$ cat config.mk
export PLATFORM = sky130hd
export DESIGN_NAME = reg_move_sequencer_flat
export DESIGN_NICKNAME = d
export VERILOG_FILES = /design/src/rtl/reg_move_sequencer_if.sv /design/src/rtl/reg_move_sequencer.sv /design/src/flat_wrapper.sv
export SDC_FILE = /design/constraint.sdc
export NUM_CORES = 1
export LEC_CHECK = 0
export ABC_AREA = 1
export CORE_MARGIN = 4
export CORE_UTILIZATION = 40
export CTS_CLUSTER_DIAMETER = 100
export DETAILED_ROUTE_END_ITERATION = 10
export GPL_ROUTABILITY_DRIVEN = 1
export PLACE_DENSITY_LB_ADDON = 0.25
export SLEW_MARGIN = 25
export SYNTH_ARGS = -nofsm -noshare
export SYNTH_HDL_FRONTEND = slang
export SYNTH_SLANG_ARGS = --single-unit
$ cat constraint.sdc
create_clock -name clk -period 1.2 [get_ports clk]
set_input_delay 0.12 -clock clk [delete_from_list [all_inputs] [get_ports clk]]
set_output_delay 0.12 -clock clk [all_outputs]
set_load 0.02 [all_outputs]
$ cat src/rtl/reg_move_sequencer_if.sv
// Request and register-bus signals of reg_move_sequencer.
// MOVE_COUNT_EN adds the move_count output.
interface reg_move_sequencer_if #(
  parameter int NUM_REGS = 8,
  parameter int IDX_W    = 3
);
  logic                req_valid;
  logic                req_ready;
  logic [IDX_W-1:0]    req_src;
  logic [IDX_W-1:0]    req_dst;
  logic                req_clear;
  logic [NUM_REGS-1:0] reg_enable;
  logic [NUM_REGS-1:0] reg_hold;
  logic                busy;
  logic                done;
  logic                err;
`ifdef MOVE_COUNT_EN
  logic [15:0]         move_count;
`endif

  // The master side is instruction decode; the sequencer is the slave.
  modport master (
    output req_valid, req_src, req_dst, req_clear,
    input  req_ready, reg_enable, reg_hold, busy, done, err
`ifdef MOVE_COUNT_EN
    , input move_count
`endif
  );

  modport slave (
    input  req_valid, req_src, req_dst, req_clear,
    output req_ready, reg_enable, reg_hold, busy, done, err
`ifdef MOVE_COUNT_EN
    , output move_count
`endif
  );
endinterface

$ cat src/rtl/reg_move_sequencer.sv
// Sequences one MOV over the shared relay-register bus: drop dst hold, drive src, re-latch dst, release.
// Optional MOVE_COUNT_EN macro adds a saturating count of completed good transfers.
module reg_move_sequencer #(
  parameter int NUM_REGS      = 8,
  parameter int IDX_W         = 3,
  parameter int CLR_CYCLES    = 1,
  parameter int SETTLE_CYCLES = 2,
  parameter int LATCH_CYCLES  = 1
) (
  input  logic                  clk,
  input  logic                  rst_n,
  reg_move_sequencer_if.slave   bus
);

  localparam int MAX_A = (CLR_CYCLES > SETTLE_CYCLES) ? CLR_CYCLES : SETTLE_CYCLES;
  localparam int MAX_P = (MAX_A > LATCH_CYCLES) ? MAX_A : LATCH_CYCLES;
  localparam int CNT_W = $clog2(MAX_P + 1);
  localparam logic [NUM_REGS-1:0] LP_ONE = NUM_REGS'(1);
  localparam logic [IDX_W:0]      LP_NUM = (IDX_W + 1)'(NUM_REGS);

  typedef enum logic [2:0] {
    S_IDLE,
    S_CLEAR,
    S_LOAD,
    S_LATCH,
    S_REJECT
  } state_t;

  state_t              r_state;
  logic [CNT_W-1:0]    r_cnt;
  logic [IDX_W-1:0]    r_src;
  logic                r_clear;
  logic [NUM_REGS-1:0] r_enable;
  logic [NUM_REGS-1:0] r_hold;
  logic                r_ready;
  logic                r_busy;
  logic                r_done;
  logic                r_err;

  logic [NUM_REGS-1:0] w_drive;
  logic [NUM_REGS-1:0] w_reqDstSel;
  logic                w_srcBad;
  logic                w_dstBad;
  logic                w_same;
  logic                w_reqBad;

  // A clear transfer loads zero, so nothing may drive the bus.
  assign w_drive     = r_clear ? '0 : (LP_ONE << r_src);
  assign w_reqDstSel = LP_ONE << bus.req_dst;
  assign w_srcBad    = !bus.req_clear && ({1'b0, bus.req_src} >= LP_NUM);
  assign w_dstBad    = {1'b0, bus.req_dst} >= LP_NUM;
  assign w_same      = !bus.req_clear && (bus.req_src == bus.req_dst);
  assign w_reqBad    = w_srcBad || w_dstBad || w_same;

  always_ff @(posedge clk) begin
    if (!rst_n) begin
      r_state  <= S_IDLE;
      r_cnt    <= '0;
      r_src    <= '0;
      r_clear  <= 1'b0;
      r_enable <= '0;
      r_hold   <= '0;
      r_ready  <= 1'b0;
      r_busy   <= 1'b1;
      r_done   <= 1'b0;
      r_err    <= 1'b0;
    end else begin
      r_done <= 1'b0;
      r_err  <= 1'b0;
      case (r_state)
        S_IDLE: begin
          r_enable <= '0;
          if (bus.req_valid && r_ready) begin
            r_src   <= bus.req_src;
            r_clear <= bus.req_clear;
            r_ready <= 1'b0;
            r_busy  <= 1'b1;
            if (w_reqBad) begin
              r_state <= S_REJECT;
              r_hold  <= '1;
              r_cnt   <= '0;
            end else begin
              r_state <= S_CLEAR;
              r_hold  <= ~w_reqDstSel;
              r_cnt   <= CNT_W'(CLR_CYCLES - 1);
            end
          end else begin
            r_hold  <= '1;
            r_ready <= 1'b1;
            r_busy  <= 1'b0;
          end
        end
        S_CLEAR: begin
          if (r_cnt == '0) begin
            r_state  <= S_LOAD;
            r_enable <= w_drive;
            r_cnt    <= CNT_W'(SETTLE_CYCLES - 1);
          end else begin
            r_cnt <= r_cnt - 1'b1;
          end
        end
        S_LOAD: begin
          if (r_cnt == '0) begin
            r_state <= S_LATCH;
            r_hold  <= '1;
            r_cnt   <= CNT_W'(LATCH_CYCLES - 1);
          end else begin
            r_cnt <= r_cnt - 1'b1;
          end
        end
        S_LATCH: begin
          if (r_cnt == '0) begin
            r_state  <= S_IDLE;
            r_enable <= '0;
            r_ready  <= 1'b1;
            r_busy   <= 1'b0;
            r_done   <= 1'b1;
          end else begin
            r_cnt <= r_cnt - 1'b1;
          end
        end
        S_REJECT: begin
          r_state <= S_IDLE;
          r_ready <= 1'b1;
          r_busy  <= 1'b0;
          r_done  <= 1'b1;
          r_err   <= 1'b1;
        end
        default: begin
          r_state  <= S_IDLE;
          r_enable <= '0;
          r_hold   <= '1;
        end
      endcase
    end
  end

  assign bus.req_ready  = r_ready;
  assign bus.busy       = r_busy;
  assign bus.reg_enable = r_enable;
  assign bus.reg_hold   = r_hold;
  assign bus.done       = r_done;
  assign bus.err        = r_err;

`ifdef MOVE_COUNT_EN
  logic [15:0] r_moveCount;

  // Counts only the LATCH exit, so rejects never reach it.
  always_ff @(posedge clk) begin
    if (!rst_n) begin
      r_moveCount <= '0;
    end else if (r_state == S_LATCH && r_cnt == '0 && r_moveCount != 16'hFFFF) begin
      r_moveCount <= r_moveCount + 16'd1;
    end
  end

  assign bus.move_count = r_moveCount;
`endif

endmodule

$ cat src/flat_wrapper.sv
// flat-port wrapper written by rule: the top's interface ports become plain ports
module reg_move_sequencer_flat 
#(
  parameter int NUM_REGS      = 8,
  parameter int IDX_W         = 3,
  parameter int CLR_CYCLES    = 1,
  parameter int SETTLE_CYCLES = 2,
  parameter int LATCH_CYCLES  = 1
)
  (clk, rst_n, bus_req_valid, bus_req_src, bus_req_dst, bus_req_clear, bus_req_ready, bus_reg_enable, bus_reg_hold, bus_busy, bus_done, bus_err);
  reg_move_sequencer_if #(.NUM_REGS(NUM_REGS), .IDX_W(IDX_W)) bus_i ();
  input  logic clk;
  input  logic rst_n;
  input wire logic [$bits(bus_i.req_valid)-1:0] bus_req_valid;
  input wire logic [$bits(bus_i.req_src)-1:0] bus_req_src;
  input wire logic [$bits(bus_i.req_dst)-1:0] bus_req_dst;
  input wire logic [$bits(bus_i.req_clear)-1:0] bus_req_clear;
  output wire logic [$bits(bus_i.req_ready)-1:0] bus_req_ready;
  output wire logic [$bits(bus_i.reg_enable)-1:0] bus_reg_enable;
  output wire logic [$bits(bus_i.reg_hold)-1:0] bus_reg_hold;
  output wire logic [$bits(bus_i.busy)-1:0] bus_busy;
  output wire logic [$bits(bus_i.done)-1:0] bus_done;
  output wire logic [$bits(bus_i.err)-1:0] bus_err;
  assign bus_i.req_valid = bus_req_valid;
  assign bus_i.req_src = bus_req_src;
  assign bus_i.req_dst = bus_req_dst;
  assign bus_i.req_clear = bus_req_clear;
  assign bus_req_ready = bus_i.req_ready;
  assign bus_reg_enable = bus_i.reg_enable;
  assign bus_reg_hold = bus_i.reg_hold;
  assign bus_busy = bus_i.busy;
  assign bus_done = bus_i.done;
  assign bus_err = bus_i.err;
  reg_move_sequencer #(.NUM_REGS(NUM_REGS), .IDX_W(IDX_W), .CLR_CYCLES(CLR_CYCLES), .SETTLE_CYCLES(SETTLE_CYCLES), .LATCH_CYCLES(LATCH_CYCLES)) u_core (.clk(clk), .rst_n(rst_n), .bus(bus_i));
endmodule
==> impl_metrics.toml, run 1 <==
[status]
outcome = "complete, no violations"

[job]
max_cap_violations = 0

[route]
wl_um = 3980
dr.pass1.iters = 4
viasPerCell = 4.59
dr_total_vias = 1713
drt_iter0_drc = 67
wl_per_cell_um = 10.7
antenna_left = 0
drc = 0

[power]
cellLeakagePower_nw = 1.25
p_int_mw = 2.96
seq_power_share = 0.282
ir_drop_mv = 0.894
power_frac_clock = 0.178
p_sw_mw = 2.07
pwr_density_cell_nw_per_um2 = 2040
swShare = 0.412
p_comb_frac = 0.540

[global_route]
grt_antenna_before_repair = 0
grt_pass1_wl_um = 6330
grt_max_degree = 11
grtUsageTotal = 0.158
grt_pass1_vias = 1467
grt_overflow = 0

[setup_path]
start_kind = "flop"
reg2reg_depth = 6
worstPathRequired_ps = 1390
reg2reg_slack_ps = 20
cp_data_arrival_time_ps = 1360
crit_type = "flop to flop"
worst_setup_path_end_kind = "flop"
r2r_end = "u_core.bus.reg_hold[4]$_SDFFE_PN0P_"
timing.rr.start = "u_core.r_state[1]$_SDFFE_PN0P_"
path_max_fanout = 7

[synthesis]
yosys.cell_types.count = 19
synth.largest_area_cell = "dfxtp_1"
seq_area_frac_synth = 0.374
netlist_top_cells_area = "dfxtp_1 (37%), nand2_1 (20%), nor2_1 (13%)"
syn-cell-area_um2 = 1550
postSynthAreaPerCell_um2 = 6.13
yosys_warnings = 0
synth-xor-area-share = 0
synthAdderAreaFrac = 0.0242
synth_nets = 266
synthMuxAreaShare = 0
synth_compound_area_frac = 0.0565
synth_top_family_by_area = "simple AND/OR/NAND/NOR gates"
postSynthCellCount = 253
synth_simple_gate_area_frac = 0.425
synth_seq_cells = 29
synth_top_area_share = 0.374

[sta]
setup_viol = 0
worst_pin_slew_ps = 240
fin_crit_ps = 1180
setup-tns-final_ps = 0
finalCritPeriodShare = 0.980
slew_headroom = 0.840
timing.final.max_slew_violations = 0
clock_skew_ps = 3.53
clock.fmax_mhz = 850
finalHoldViolCount = 0
rsz0062_at_grt = "yes"

[clock_network]
cts-root-buf = "clkbuf_8"
h-tree-depth = 2
cts_sinks = 29
numCtsBuffers = 5
clkLatencyLatePin_ps = 280
path_clk_slew_ps = 60
cts_tree = "done"
cts_buffer_depth = 2

[layout]
final-seq-area_um2 = 594
multiInputGateArea_um2 = 971
fillers = 323
nNetsFinal = 337
insertedDiodeCount = 0
layout-drive-gt1-share = 0.320
stdcell_area_um2 = 2470
area_delta_synth_final_pct = 59.6

[die]
start_util = 0.417
die_area_um2 = 4940
design.core.area_um2 = 3720
die_h_um = 70.3
rows = 22
die_width_um = 70.3
ios = 30

[place]
placed_area_um2 = 2110
portBuffers = 29
globalplace.congestion = 0.847
hpwl_um = 2740

[hold_path]
hp-start = "u_core.bus.reg_enable[7]$_SDFFE_PN0P_"
hold_end = "u_core.bus.reg_enable[7]$_SDFFE_PN0P_"
min_path_type = "flop to flop"
hold_depth = 2
==> stage by stage <==
| stage | total power, mW | instances | hold WS, ps | setup slack [ps] | utilization |
|---|---|---|---|---|---|
| after floorplan | 2.74 | 253 | 258 | 9.82 | - |
| after global placement | 3.64 | 354 | 449 | -225 | 0.569 |
| after detailed placement | 3.67 | 354 | 458 | -240 | 0.569 |
| after CTS | 4.54 | 363 | 469 | -0.387 | 0.599 |
| after global routing | 5.41 | 373 | 503 | -54.2 | 0.666 |
| final | 5.04 | 373 | 460 | 23.8 | 0.666 |
==> placed cells by master, fill, tap and decap left out, drive strengths merged <==
cell / instances
a21oi: 9
buf: 38
clkbuf: 7
clkdlybuf4s50: 9
clkinv: 1
dfxtp: 29
dlygate4sd2: 20
ha: 3
inv: 40
nand2: 87
nand3: 14
nand4: 2
nor2: 56
nor3: 2
o21ai: 7
o21bai: 1
==> kinds of logic (layout without fill, tap and decap cells) <==
logic type | after synthesis | in the layout
adders and majority gates | 3 | 3
AOI/OAI and AO/OA | 17 | 17
and+or+nand+nor | 159 | 161
DFF | 29 | 29
buffers and inverters | 45 | 115
==> repair_timing <==
| item | 4_1_cts | 5_1_grt |
|---|---|---|
| hold buffers | 0 | 0 |
| gates cloned | 1 | 1 |
| endpoints found under the setup margin | 41 | 25 |
| gates resized for setup | 29 | 64 |
| setup buffers | 0 | 9 |
| pin swaps | 4 | 30 |
==> registers in the layout, summed over array words and instances, names as in the netlist <==
register and cells:
u_core.bus.busy 1, u_core.bus.done 1, u_core.bus.err 1, u_core.bus.reg_enable 8, u_core.bus.reg_hold 8, u_core.bus.req_ready 1
u_core.r_clear 1, u_core.r_cnt 2, u_core.r_src 3, u_core.r_state 3
==> worst max-delay path by stage <==
stage                              startpoint                                    end  cells after the start
6_report       u_core.r_state[1]$_SDFFE_PN0P_    u_core.bus.reg_hold[4]$_SDFFE_PN0P_                      6
3_5_place_dp                   bus_req_dst[0]    u_core.bus.reg_hold[0]$_SDFFE_PN0P_                      9
2_1_floorplan    u_core.r_cnt[0]$_SDFFE_PN0P_  u_core.bus.reg_enable[3]$_SDFFE_PN0P_                      8
3_3_place_gp                   bus_req_dst[0]    u_core.bus.reg_hold[0]$_SDFFE_PN0P_                      9
5_1_grt        u_core.r_state[0]$_SDFFE_PN0P_    u_core.bus.reg_hold[0]$_SDFFE_PN0P_                      6
4_1_cts        u_core.r_state[0]$_SDFFE_PN0P_  u_core.bus.reg_enable[4]$_SDFFE_PN0P_                      8
==> cell usage after synthesis, drive strengths merged <==
library cell and instances:
clkbuf 2, nor3 2, o21bai 1, nand4 2, nand2 85, o21ai 7, inv 40, nor2 56
buf 3, a21oi 9, ha 3, dfxtp 29, nand3 14
==> per-layer routing <==
metal / vias to the layer above / wire [µm] / track usage
li1: 909 / - / -
met1: 768 / 1780 / 0.195
met2: 30 / 1950 / 0.260
met3: 6 / 177 / 0.0417
met4: 0 / 69 / 0.0638
met5: - / 0 / 0
==> area by class of cell <==
type                    count  share of cell area
multi-input cells         181               0.393
repair buffers             67               0.237
clock buffers               7              0.0389
inverters                  40              0.0647
well taps                  48              0.0243
flip-flops and latches     29               0.240
clock inverters             1             0.00202
==> worst max-delay path: stages (launching register included) <==
cell	delay, ps
dfxtp_4	370
nor2_4	180
nand4_1	130
buf_6	150
buf_12	140
nor2_4	70
nor2_2	40
==> power groups by stage <==
| stage | clock network [mW] | logic [mW] | registers (mW) |
|---|---|---|---|
| global placement | 0 | 2.24 | 1.40 |
| CTS | 0.921 | 2.23 | 1.39 |
| global route | 0.963 | 2.98 | 1.47 |
| detailed placement | 0 | 2.27 | 1.40 |
| finish | 0.898 | 2.72 | 1.42 |
| floorplan | 0 | 1.16 | 1.58 |
(Power assumes the default switching activity.)
==> run 2: changes to the inputs <==
SETUP_SLACK_MARGIN = 0.3   (was unset)
==> run 2 against run 1 <==
Net effect:
- the run now ends with setup timing left
- combinational power is 2% lower
- routed wire length is 1.2% lower
- maximum frequency is 2.6% lower
- sequential cell count stayed put
- clock-buffer cell count stayed put
- total power is 3.6% higher
- first-iteration DRC count is 3.0% lower
- setup slack worse by 32 ps
- clock skew is 1.9 ps higher
- global-route usage is 1.6 points higher
- non-clock buffer count is 6 lower
- final cell count is 1.9% lower
- largest cell class unchanged
- highest routed layer unchanged
==> impl_metrics.toml, run 2 (same netlist as run 1, synthesis figures left out) <==
[status]
outcome = "complete, but fails checks"
failed_checks = "setup timing"

[layout]
layout-drive-gt1-share = 0.399
nNetsFinal = 330
mostFrequentLayoutCells = "nand2_1 (75), nor2_1 (40), buf_4 (38)"
utilization = 0.661
stdcell_count = 366
fillers = 339
insertedDiodeCount = 0
area_delta_synth_final_pct = 58.4
mostFrequentLayoutCell = "nand2_1"

[setup_path]
reg2reg_slack_ps = -8
path_max_fanout = 7
timing.rr.start = "u_core.r_state[1]$_SDFFE_PN0P_"
reg2reg_depth = 6
worstPathRequired_ps = 1380
critPathTopFamily = "simple AND/OR/NAND/NOR gates"
slowest_stage = "dfxtp_4"
crit_buf_inv = 2
crit_top_cell = "nor2_4"
cp_cell_sequence = "nor2_4 > nand4_1 > buf_6 > buf_12 > nor2_4 > nor2_1"
start_kind = "flop"
cp_data_arrival_time_ps = 1390
crit_type = "flop to flop"
worst_setup_path_end_kind = "flop"
max_stage_delay_ps = 380
r2r_end = "u_core.bus.reg_hold[6]$_SDFFE_PN0P_"

[sta]
setup_slack_ps = -7.92
finalHoldViolCount = 0
clock.fmax_mhz = 828
fin_hold_ws_ps = 472
setup_viol = 1
clock_skew_ps = 5.47
finalCritPeriodShare = 1.01
slew_headroom = 0.839
worst_pin_slew_ps = 241
rsz0062_at_grt = "yes"
fin_crit_ps = 1210
timing.final.max_slew_violations = 0

[job]
max_cap_violations = 0

[die]
die_h_um = 70.3
die_width_um = 70.3
start_util = 0.417
die_area_um2 = 4940
design.core.area_um2 = 3720
ios = 30
rows = 22

[global_route]
grt.met1_usage = 0.195
grtUsageMet2 = 0.308
use_met3 = 0.0518
grt_antenna_before_repair = 0
grt_pass1_wl_um = 6790
grt_max_degree = 17
busiest_layer = "met2"
grt_overflow = 0
grtUsageTotal = 0.174
grt_pass1_vias = 1523

[route]
antenna_left = 0
dr_total_vias = 1666
drc = 0
drt_iter0_drc = 65
wl_um = 3930
wl_per_cell_um = 10.7
viasPerCell = 4.55
dr.pass1.iters = 4

[place]
dp_cells = 354
hpwl_um = 2840
portBuffers = 29
globalplace.congestion = 0.910

[clock_network]
h-tree-depth = 2
cts_buffer_depth = 2
path_clk_slew_ps = 60
cts-root-buf = "clkbuf_8"
cts_sinks = 29
numCtsBuffers = 5
clkLatencyLatePin_ps = 280
cts_tree = "done"

[power]
pwr_density_cell_nw_per_um2 = 2120
cellLeakagePower_nw = 1.21
p_sw_mw = 2.08
swShare = 0.399
power_frac_clock = 0.201
seq_power_share = 0.286
ir_drop_mv = 0.954
p_comb_frac = 0.513
p_int_mw = 3.13

[hold_path]
hp-start = "u_core.bus.reg_enable[6]$_SDFFE_PN0P_"
hold_depth = 2
hold_end = "u_core.bus.reg_enable[6]$_SDFFE_PN0P_"
min_path_type = "flop to flop"
[run 2: cell count changes in the layout (fill, tap and decap cells not counted), sizes merged]
cell         delta
dlygate4sd2    -20
clkinv          -1
buf            +14
bufinv          +1
nand2           -1
[run 2: worst max-delay path by stage]
stage                                        start                             endpoint  slack, ps  depth (start not counted)
floorplan           u_core.r_state[1]$_SDFFE_PN0P_  u_core.bus.reg_hold[4]$_SDFFE_PN0P_         70                          6
global placement                    bus_req_dst[0]  u_core.bus.reg_hold[1]$_SDFFE_PN0P_       -200                          9
detailed placement                  bus_req_dst[0]  u_core.bus.reg_hold[1]$_SDFFE_PN0P_       -210                          9
CTS                   u_core.r_cnt[0]$_SDFFE_PN0P_  u_core.bus.reg_hold[1]$_SDFFE_PN0P_         30                          8
global route        u_core.r_state[2]$_SDFFE_PN0P_         u_core.r_cnt[1]$_SDFFE_PN0P_        -50                          7
finish              u_core.r_state[1]$_SDFFE_PN0P_  u_core.bus.reg_hold[6]$_SDFFE_PN0P_         -8                          6
[run 2: cell type report]
type | instances | area [µm²] | share of cell area
clock buffers | 7 | 86.3 | 0.0352
clock inverters | 1 | 30.0 | 0.0122
inverters | 40 | 163 | 0.0662
multi-input cells | 180 | 968 | 0.394
flip-flops and latches | 29 | 613 | 0.250
well taps | 48 | 60.1 | 0.0245
repair buffers | 61 | 536 | 0.218
[run 2: per-layer routing]
| layer | share of wire | vias to the layer above |
|---|---|---|
| met5 | 0 | - |
| met4 | 0.018 | 0 |
| met3 | 0.042 | 6 |
| met2 | 0.51 | 26 |
| met1 | 0.43 | 741 |
| li1 | - | 893 |
[run 2: what timing repair did]
item                                    in CTS  in global routing
pin swaps                                   15                 11
resized for setup                          116                 59
cloned                                       1                  0
hold buffers                                 0                  0
endpoints found under the setup margin      49                 48
setup buffers                                1                  2
[run 2: worst min-delay path: cells and delay by family (launching register included)]
kind | cells | cell delay, ps
and+or+nand+nor | 2 | 120
DFF | 1 | 320
[run 2: stage by stage]
stage	worst slack, ps	setup TNS (ps)	total power, mW	area [µm²]
after floorplan	71.1	0	2.85	1600
after detailed placement	-215	-2420	3.78	2140
after global placement	-199	-2330	3.75	2140
final	-7.92	-7.92	5.22	2460
after CTS	32.4	0	4.92	2290
after global routing	-47.0	-641	5.61	2460
[run 2: power by group through the flow]
stage / Sequential [mW] / Clock, mW / Combinational [mW]
6_report: 1.49 / 1.05 / 2.67
5_1_grt: 1.53 / 1.13 / 2.94
4_1_cts: 1.44 / 1.08 / 2.40
3_5_place_dp: 1.43 / 0 / 2.34
3_3_place_gp: 1.43 / 0 / 2.32
2_1_floorplan: 1.60 / 0 / 1.24
==> run 3: changes to the inputs <==
SKIP_LAST_GASP = 1   (was unset)
==> run 3 against run 2 <==
Net effect:
- the flow still finishes with violations (setup timing)
- sequential cell count is the same
- routed wire length fell by 0.64%
- total power down 0.24%
- combinational power hardly changed
- die area did not move
- sequential share of layout area hardly changed
- core utilization is 0.24 points lower
- global-route usage did not move
- hold slack is the same
- critical path depth unchanged
==> impl_metrics.toml, run 3 (same netlist as run 1, synthesis figures left out) <==
[clock_network]
postCtsHoldBufs = 0
cts_sinks = 29
numCtsBuffers = 5
path_clk_slew_ps = 60
cts-root-buf = "clkbuf_8"
clkLatencyLatePin_ps = 280
cts_buffer_depth = 2
cts_tree = "done"
h-tree-depth = 2

[die]
rows = 22
ios = 30
start_util = 0.417
die_width_um = 70.3
die_area_um2 = 4940
die_h_um = 70.3
design.core.area_um2 = 3720

[setup_path]
max_stage_delay_ps = 380
path_max_fanout = 7
startpoint = "u_core.r_state[1]$_SDFFE_PN0P_"
cp_data_arrival_time_ps = 1390
crit_buf_inv = 2
crit_type = "flop to flop"
start_kind = "flop"
cp_cell_sequence = "nor2_4 > nand4_1 > buf_6 > buf_12 > nor2_4 > nor2_1"
crit_top_cell = "nor2_4"
slowest_stage = "dfxtp_4"
worst_setup_path_end_kind = "flop"
critPathTopFamily = "simple AND/OR/NAND/NOR gates"
timing.rr.start = "u_core.r_state[1]$_SDFFE_PN0P_"
worstPathRequired_ps = 1380
reg2reg_depth = 6
path_depth = 6

[route]
viasPerCell = 4.55
drt_iter0_drc = 60
dr_total_vias = 1665
wl_per_cell_um = 10.7
dr.pass1.iters = 4
wl_um = 3900
drc = 0
antenna_left = 0

[power]
cellLeakagePower_nw = 1.21
seq_power_share = 0.286
p_total_mw = 5.20
power_frac_clock = 0.201
pwr_density_cell_nw_per_um2 = 2130
swShare = 0.399
p_int_mw = 3.13
p_sw_mw = 2.07
ir_drop_mv = 0.948
p_comb_frac = 0.513

[place]
globalplace.congestion = 0.910
placed_area_um2 = 2140
pre_cts_ws_ps = -215
portBuffers = 29
hpwl_um = 2840
dp_cells = 354

[hold_path]
hp-start = "u_core.bus.reg_enable[6]$_SDFFE_PN0P_"
min_path_type = "flop to flop"
hold_depth = 2

[layout]
layout-drive-gt1-share = 0.396
final-seq-area_um2 = 611
stdcell_count = 366
utilization = 0.659
insertedDiodeCount = 0
stdcell_area_um2 = 2450
nNetsFinal = 330
mostFrequentLayoutCells = "nand2_1 (75), nor2_1 (40), buf_4 (38)"
mostFrequentLayoutCell = "nand2_1"
multiInputGateArea_um2 = 965
fillers = 343
area_delta_synth_final_pct = 57.9

[sta]
setup-tns-final_ps = -7.78
finalHoldViolCount = 0
setup_slack_ps = -7.78
clock.fmax_mhz = 828
worst_pin_slew_ps = 229
finalCritPeriodShare = 1.01
fin_crit_ps = 1210
fin_hold_ws_ps = 472
slew_headroom = 0.847
setup_viol = 1
rsz0062_at_grt = "yes"
clock_skew_ps = 4.31
timing.final.max_slew_violations = 0

[status]
failed_checks = "setup timing"
outcome = "complete, but fails checks"

[job]
max_cap_violations = 0

[global_route]
grt_max_degree = 17
grtUsageTotal = 0.174
grt_pass1_vias = 1523
grt_overflow = 0
grt_pass1_wl_um = 6790
grt_antenna_before_repair = 0
run 3: changes by cell type in the layout (fill, tap and decap cells not counted):
cell / before / now
a21oi_1: 4 / 5
inv_6: 1 / 0
a21oi_2: 5 / 4
dfxtp_4: 4 / 3
inv_4: 3 / 4
dfxtp_2: 14 / 15
run 3: cell type report:
cell class              instances  share of cell area
clock buffers                   7              0.0353
clock inverters                 1              0.0123
inverters                      40              0.0654
multi-input cells             180               0.394
flip-flops and latches         29               0.249
well taps                      48              0.0245
repair buffers                 61               0.219
run 3: repair_timing:
| action | 4_1_cts | 5_1_grt |
|---|---|---|
| buffers inserted | 1 | 2 |
| endpoints found under the setup margin | 49 | 48 |
| resized for setup | 116 | 56 |
| pin swaps | 15 | 11 |
| cloned | 1 | 0 |
run 3: layer usage:
layer  wire length (µm)  vias up  global-route usage
met3                189        6              0.0518
met1               1680      735               0.195
met2               1970       31               0.308
met5                  0        -                   0
li1                   -      893                   -
met4                 69        0              0.0638
run 3: power by group through the flow:
stage	sequential, mW	combinational, mW	clock [mW]
after floorplan	1.60	1.24	0
after global routing	1.53	2.94	1.13
after detailed placement	1.43	2.34	0
final	1.49	2.67	1.05
after global placement	1.43	2.32	0
after CTS	1.44	2.40	1.08
run 3: worst paths after layout:
path	endpoint	slack [ps]
worst max-delay path	u_core.bus.reg_hold[6]$_SDFFE_PN0P_	-8
worst min-delay path	u_core.bus.reg_enable[6]$_SDFFE_PN0P_	470
worst max register to register	u_core.bus.reg_hold[6]$_SDFFE_PN0P_	-8
worst min register to register	u_core.bus.reg_enable[6]$_SDFFE_PN0P_	470
run 3: worst register-to-register path: stages (launching register included):
cell and delay [ps]:
dfxtp_4 380, nor2_4 180, nand4_1 130, buf_6 160, buf_12 140, nor2_4 70
nor2_1 50
